`config.mk`:
```
export PLATFORM = sky130hd
export DESIGN_NAME = mem_port_arbiter
export DESIGN_NICKNAME = d
export VERILOG_FILES = /design/src/rtl/mem_port_arbiter.sv
export SDC_FILE = /design/constraint.sdc
export NUM_CORES = 1
export LEC_CHECK = 0
export CAP_MARGIN = 20
export CORE_UTILIZATION = 36
export DETAILED_ROUTE_END_ITERATION = 8
export GPL_ROUTABILITY_DRIVEN = 0
export PLACE_DENSITY = 0.74
export SLEW_MARGIN = 0
export SYNTH_ARGS = -nofsm -noshare
export SYNTH_HDL_FRONTEND = slang
export SYNTH_SLANG_ARGS = --single-unit
```
`constraint.sdc`:
```
create_clock -name clk -period 2 [get_ports clk]
set_input_delay 0.4 -clock clk [delete_from_list [all_inputs] [get_ports clk]]
set_output_delay 0.4 -clock clk [all_outputs]
set_load 0.1 [all_outputs]
```
`src/rtl/mem_port_arbiter.sv`:
```
// Shares one single-ported memory between instruction fetch and the load/store stage.
// Data accesses win arbitration unless fetch has been starved for STARVE_LIMIT data grants.
module mem_port_arbiter #(
  parameter int ADDR_WIDTH   = 32,
  parameter int DATA_WIDTH   = 32,
  parameter int STARVE_LIMIT = 4
) (
  input  logic                    clk,
  input  logic                    rst_n,
  input  logic                    if_req,
  input  logic [ADDR_WIDTH-1:0]   if_addr,
  input  logic                    flush,
  output logic [DATA_WIDTH-1:0]   if_rdata,
  output logic                    if_valid,
  output logic                    if_stall,
  input  logic                    dm_load,
  input  logic                    dm_store,
  input  logic [ADDR_WIDTH-1:0]   dm_addr,
  input  logic [DATA_WIDTH-1:0]   dm_wdata,
  input  logic [DATA_WIDTH/8-1:0] dm_mask,
  output logic [DATA_WIDTH-1:0]   dm_rdata,
  output logic                    dm_valid,
  output logic                    dm_stall,
  output logic                    mem_req,
  output logic                    mem_we,
  output logic [ADDR_WIDTH-1:0]   mem_addr,
  output logic [DATA_WIDTH-1:0]   mem_wdata,
  output logic [DATA_WIDTH/8-1:0] mem_mask,
  input  logic                    mem_gnt,
  input  logic                    mem_rvalid,
  input  logic [DATA_WIDTH-1:0]   mem_rdata
);

  localparam logic [3:0] STARVE_MAX = 4'(STARVE_LIMIT);

  typedef enum logic [2:0] {IDLE, F_REQ, F_WAIT, D_REQ, D_WAIT} state_t;

  state_t     state_q, state_d;
  logic [3:0] starve_q;
  logic       discard_q;
  logic       store_q;
  logic       if_valid_q;
  logic       dm_valid_q;
  logic       dm_any;
  logic       can_sample;
  logic       fetch_win;
  logic       data_win;

  assign dm_any     = dm_load | dm_store;
  assign if_valid   = if_valid_q & ~flush;
  assign dm_valid   = dm_valid_q;
  assign if_stall   = if_req & ~if_valid;
  assign dm_stall   = dm_any & ~dm_valid;

  // A stage that is consuming a valid pulse still shows its request; don't serve it twice.
  assign can_sample = ~if_valid & ~dm_valid;
  assign fetch_win  = can_sample & if_req & ~flush & ((starve_q == STARVE_MAX) | ~dm_any);
  assign data_win   = can_sample & dm_any & ~fetch_win;

  always_ff @(posedge clk) begin
    if (!rst_n) state_q <= IDLE;
    else        state_q <= state_d;
  end

  // NOTE: every combinational output gets a default first so no path can infer a latch.
  always_comb begin
    state_d = state_q;
    case (state_q)
      IDLE: begin
        if (fetch_win)     state_d = F_REQ;
        else if (data_win) state_d = D_REQ;
      end
      F_REQ: begin
        if (mem_gnt)    state_d = F_WAIT;
        else if (flush) state_d = IDLE;
      end
      F_WAIT:  if (mem_rvalid) state_d = IDLE;
      D_REQ:   if (mem_gnt)    state_d = D_WAIT;
      D_WAIT:  if (mem_rvalid) state_d = IDLE;
      default: state_d = IDLE;
    endcase
  end

  always_comb begin
    mem_req = 1'b0;
    mem_we  = 1'b0;
    case (state_q)
      F_REQ: mem_req = 1'b1;
      D_REQ: begin
        mem_req = 1'b1;
        mem_we  = store_q;
      end
      default: ;
    endcase
  end

  // NOTE: sequential state uses non-blocking assignments so all registers update from pre-edge values.
  always_ff @(posedge clk) begin
    if (!rst_n) begin
      starve_q   <= '0;
      discard_q  <= 1'b0;
      store_q    <= 1'b0;
      mem_addr   <= '0;
      mem_wdata  <= '0;
      mem_mask   <= '0;
      if_valid_q <= 1'b0;
      dm_valid_q <= 1'b0;
      if_rdata   <= '0;
      dm_rdata   <= '0;
    end else begin
      if_valid_q <= 1'b0;
      dm_valid_q <= 1'b0;
      case (state_q)
        IDLE: begin
          if (fetch_win) begin
            mem_addr  <= if_addr;
            mem_wdata <= '0;
            mem_mask  <= '1;
            store_q   <= 1'b0;
            starve_q  <= '0;
          end else if (data_win) begin
            mem_addr  <= dm_addr;
            mem_wdata <= dm_wdata;
            mem_mask  <= dm_mask;
            store_q   <= dm_store;
            if (if_req && (starve_q != STARVE_MAX)) starve_q <= starve_q + 4'd1;
          end
        end
        F_REQ: if (mem_gnt && flush) discard_q <= 1'b1;
        F_WAIT: begin
          if (mem_rvalid) begin
            // A redirect arriving with the response still kills it.
            if (!discard_q && !flush) begin
              if_rdata   <= mem_rdata;
              if_valid_q <= 1'b1;
            end
            discard_q <= 1'b0;
          end else if (flush) begin
            discard_q <= 1'b1;
          end
        end
        D_WAIT: begin
          if (mem_rvalid) begin
            dm_valid_q <= 1'b1;
            if (!store_q) dm_rdata <= mem_rdata;
          end
        end
        default: ;
      endcase
    end
  end

endmodule

```
==> run summary <==
Crit-path max cell delay - 330 ps
Layout area overhead - 71.5%
Status - finished clean
Worst EP required - 2350 ps
Total Wirelength - 17,700 um
Peak VDD IR - 0.000909 V
Residual DRC count - 0
Synth warn - 0
# IOs - 278
Final setup vio count - 0
Synthesis-stage register bit count - 143
Vias in the first global route - 5,152
Initial Utilization - 37.3%
Slowest cell on the critical path - dfxtp_2
Crit path to - mem_wdata[5]
Die height - 123 um
Path depth of the worst reg2reg path - 9
Number of buffers and inverters on the critical path - 3
WP depth - 9
Rows - 43
Area of the mapped netlist - 0.00526 sq mm
Arrival time at the worst endpoint - 2280 ps
First-pass GRT wire length - 25,400 um
Commonest non-fill, non-tap cells in the layout - buf_4, dfxtp_1, clkdlybuf4s50_1
Post-synth EDFFs - 0
Clk pin slew, worst setup/hold paths - 60 ps
Highest Clock Rate - 519 MHz
CP Capture Type - flop
Syn Area/Cell - 9.08 sq um
Crit Reg-Reg Endpoint - mem_wdata[5]
# nets final - 1,014
Crit path time final - 1930 ps
Area contributors post-synth - dfxtp_1, a21oi_1, nand2_1
Root buffer cell - clkbuf_16
Hold Crit Class - reg -> reg
Post-CTS Hold Fix Bufs - 0
Launch point of the critical path - starve_q[0]
Largest net degree at the start of global routing - 70
Cell leakage power - 0.00391 uW
CTS tree - yes
Power Dens Cells - 1140 mW/mm^2
Max_cap viols - 0
Pwr Total - 10,300 uW
Die area - 0.0151 sq mm
Clock latency on the worst-skew pair - 410 ps
Distinct cells, synth - 38
Number of instances in the placed design - 1,017
Grt ovf - 0
Slew Viols, Final - 0
Commonest non-fill, non-tap cell in the layout - buf_4
Share of cells above drive strength 1 - 26.8%
Port bufs - 277
Synth area leader - dfxtp_1
HPWL after detailed placement - 12,000 um
R2R setup slack - 70 ps
Yosys top cell area share - 54.4%
Wire per inst - 16.6 um
Sequential fraction of the synthesis area - 54.4%
Overall routing resource usage - 21.9%
Period utilisation layout - 96.3%
Worst r2r src - starve_q[0]
Tightest Pin Transition - 694 ps
CTS H-tree lvls - 4
Clock sink total - 143
Die width - 123 um
Fin util - 64.0%
Final Skew - 5.73 ps
Synth async-reset ratio - 0%
Via count - 5,318
Max-slew headroom - 53.7%
Synth Flop Type - dfxtp_1
Core Region - 0.0141 sq mm
CP top delay family - simple AND/OR/NAND/NOR gates
Mapped Nets - 722
Antenna Cells - 0
Clock Path Buffers - 2
Post-synthesis instance total - 580
Inserted Clock Buffers - 17
Post-route ant nets - 0
Final Hold Fails - 0
WS Path Type - reg -> reg
Initial antenna violation count - 0
Drt pass-1 iters - 5
Finished Layout Cells - 1,065
Max Fanout on Critical Path - 8
Via/cell ratio - 4.99
Starting DRT DRC Count - 253
Critical path, cell by cell - inv_2 -> ha_2 -> and3b_2 -> o21ai_4 -> nand2_4 -> buf_6 -> nor3_4 -> clkbuf_16 -> a22o_1
CP startpoint kind - flop
==> logic make-up (layout without fill, tap and decap cells) <==
logic type      count (synthesis)  after routing  share of synthesized area (%)
simple gates                  169            170                           13.9
fa+ha+maj                       2              2                          0.475
mux                            32             32                           6.09
flops                         143            143                           54.4
buf+inv                        50            354                           4.18
xor+xnor                        1              1                          0.166
compound gates                183            183                           20.8
==> worst min-delay path: stages, from the launching register on <==
cell	delay, ps
dfxtp_1	300
nand2_1	50
a21oi_1	50
==> stage by stage <==
stage	setup WS, ps	hold WS (ps)	instance area, sq um	setup TNS [ps]
finish	74.0	454	9030	0
global placement	-591	443	8040	-40300
CTS	-0.231	455	8840	-0.231
floorplan	115	432	5290	0
detailed placement	-742	447	8060	-51060
global route	-19.4	475	9030	-21.6
==> cell usage after synthesis, types with 4 or more instances <==
library cell,count
a21oi_1,104
a22o_1,33
buf_2,20
clkbuf_1,23
dfxtp_1,143
inv_1,5
mux2i_1,32
nand2_1,130
nand3_1,5
nor2_1,9
nor2b_1,5
o21ai_0,31
o21ai_1,4
o221a_2,4
==> state kept, by name, indices dropped and copies added (netlist names) <==
register    count
discard_q       1
dm_rdata       32
dm_valid        1
if_rdata       32
if_valid_q      1
mem_addr       32
mem_mask        4
mem_wdata      32
starve_q        4
state_q         3
store_q         1
==> worst min-delay path by stage <==
stage,startpoint,end,slack [ps],cells past startpoint
6_report,if_rdata[31],if_rdata[31],450,2
3_3_place_gp,dm_rdata[10],dm_rdata[10],440,2
3_5_place_dp,dm_rdata[4],dm_rdata[4],450,2
5_1_grt,if_rdata[22],if_rdata[22],470,2
4_1_cts,if_rdata[31],if_rdata[31],460,2
2_1_floorplan,starve_q[3],starve_q[3],430,2
==> routing by layer <==
layer | global-route usage, % | up-vias | routed length [um] | share of wire [%]
li1 | - | 2597 | - | -
met1 | 23.0 | 2517 | 7030 | 40
met2 | 40.0 | 179 | 9130 | 52
met3 | 6.92 | 25 | 1140 | 6.4
met4 | 9.45 | 0 | 378 | 2.1
met5 | 0 | - | 0 | 0
==> report_power, final <==
| group | internal [uW] | switching (uW) |
|---|---|---|
| sequential | 3110 | 147 |
| clock | 2480 | 1160 |
| combinational | 958 | 2420 |
==> cell type report <==
| type | count | area (sq um) |
|---|---|---|
| clock buffers | 23 | 488 |
| clock inverters | 9 | 201 |
| fillers | 1130 | 5070 |
| inverters | 5 | 18.8 |
| multi-input cells | 388 | 2290 |
| flip-flops and latches | 143 | 2870 |
| well taps | 180 | 225 |
| repair buffers | 317 | 2940 |
==> what timing repair did <==
item / CTS / global route
gates cloned: 1 / 3
setup buffers: 3 / 9
pin swaps: 2 / 12
resized for setup: 10 / 15
setup endpoints to repair: 74 / 55
Note: power is estimated with default switching activity, not from simulation.
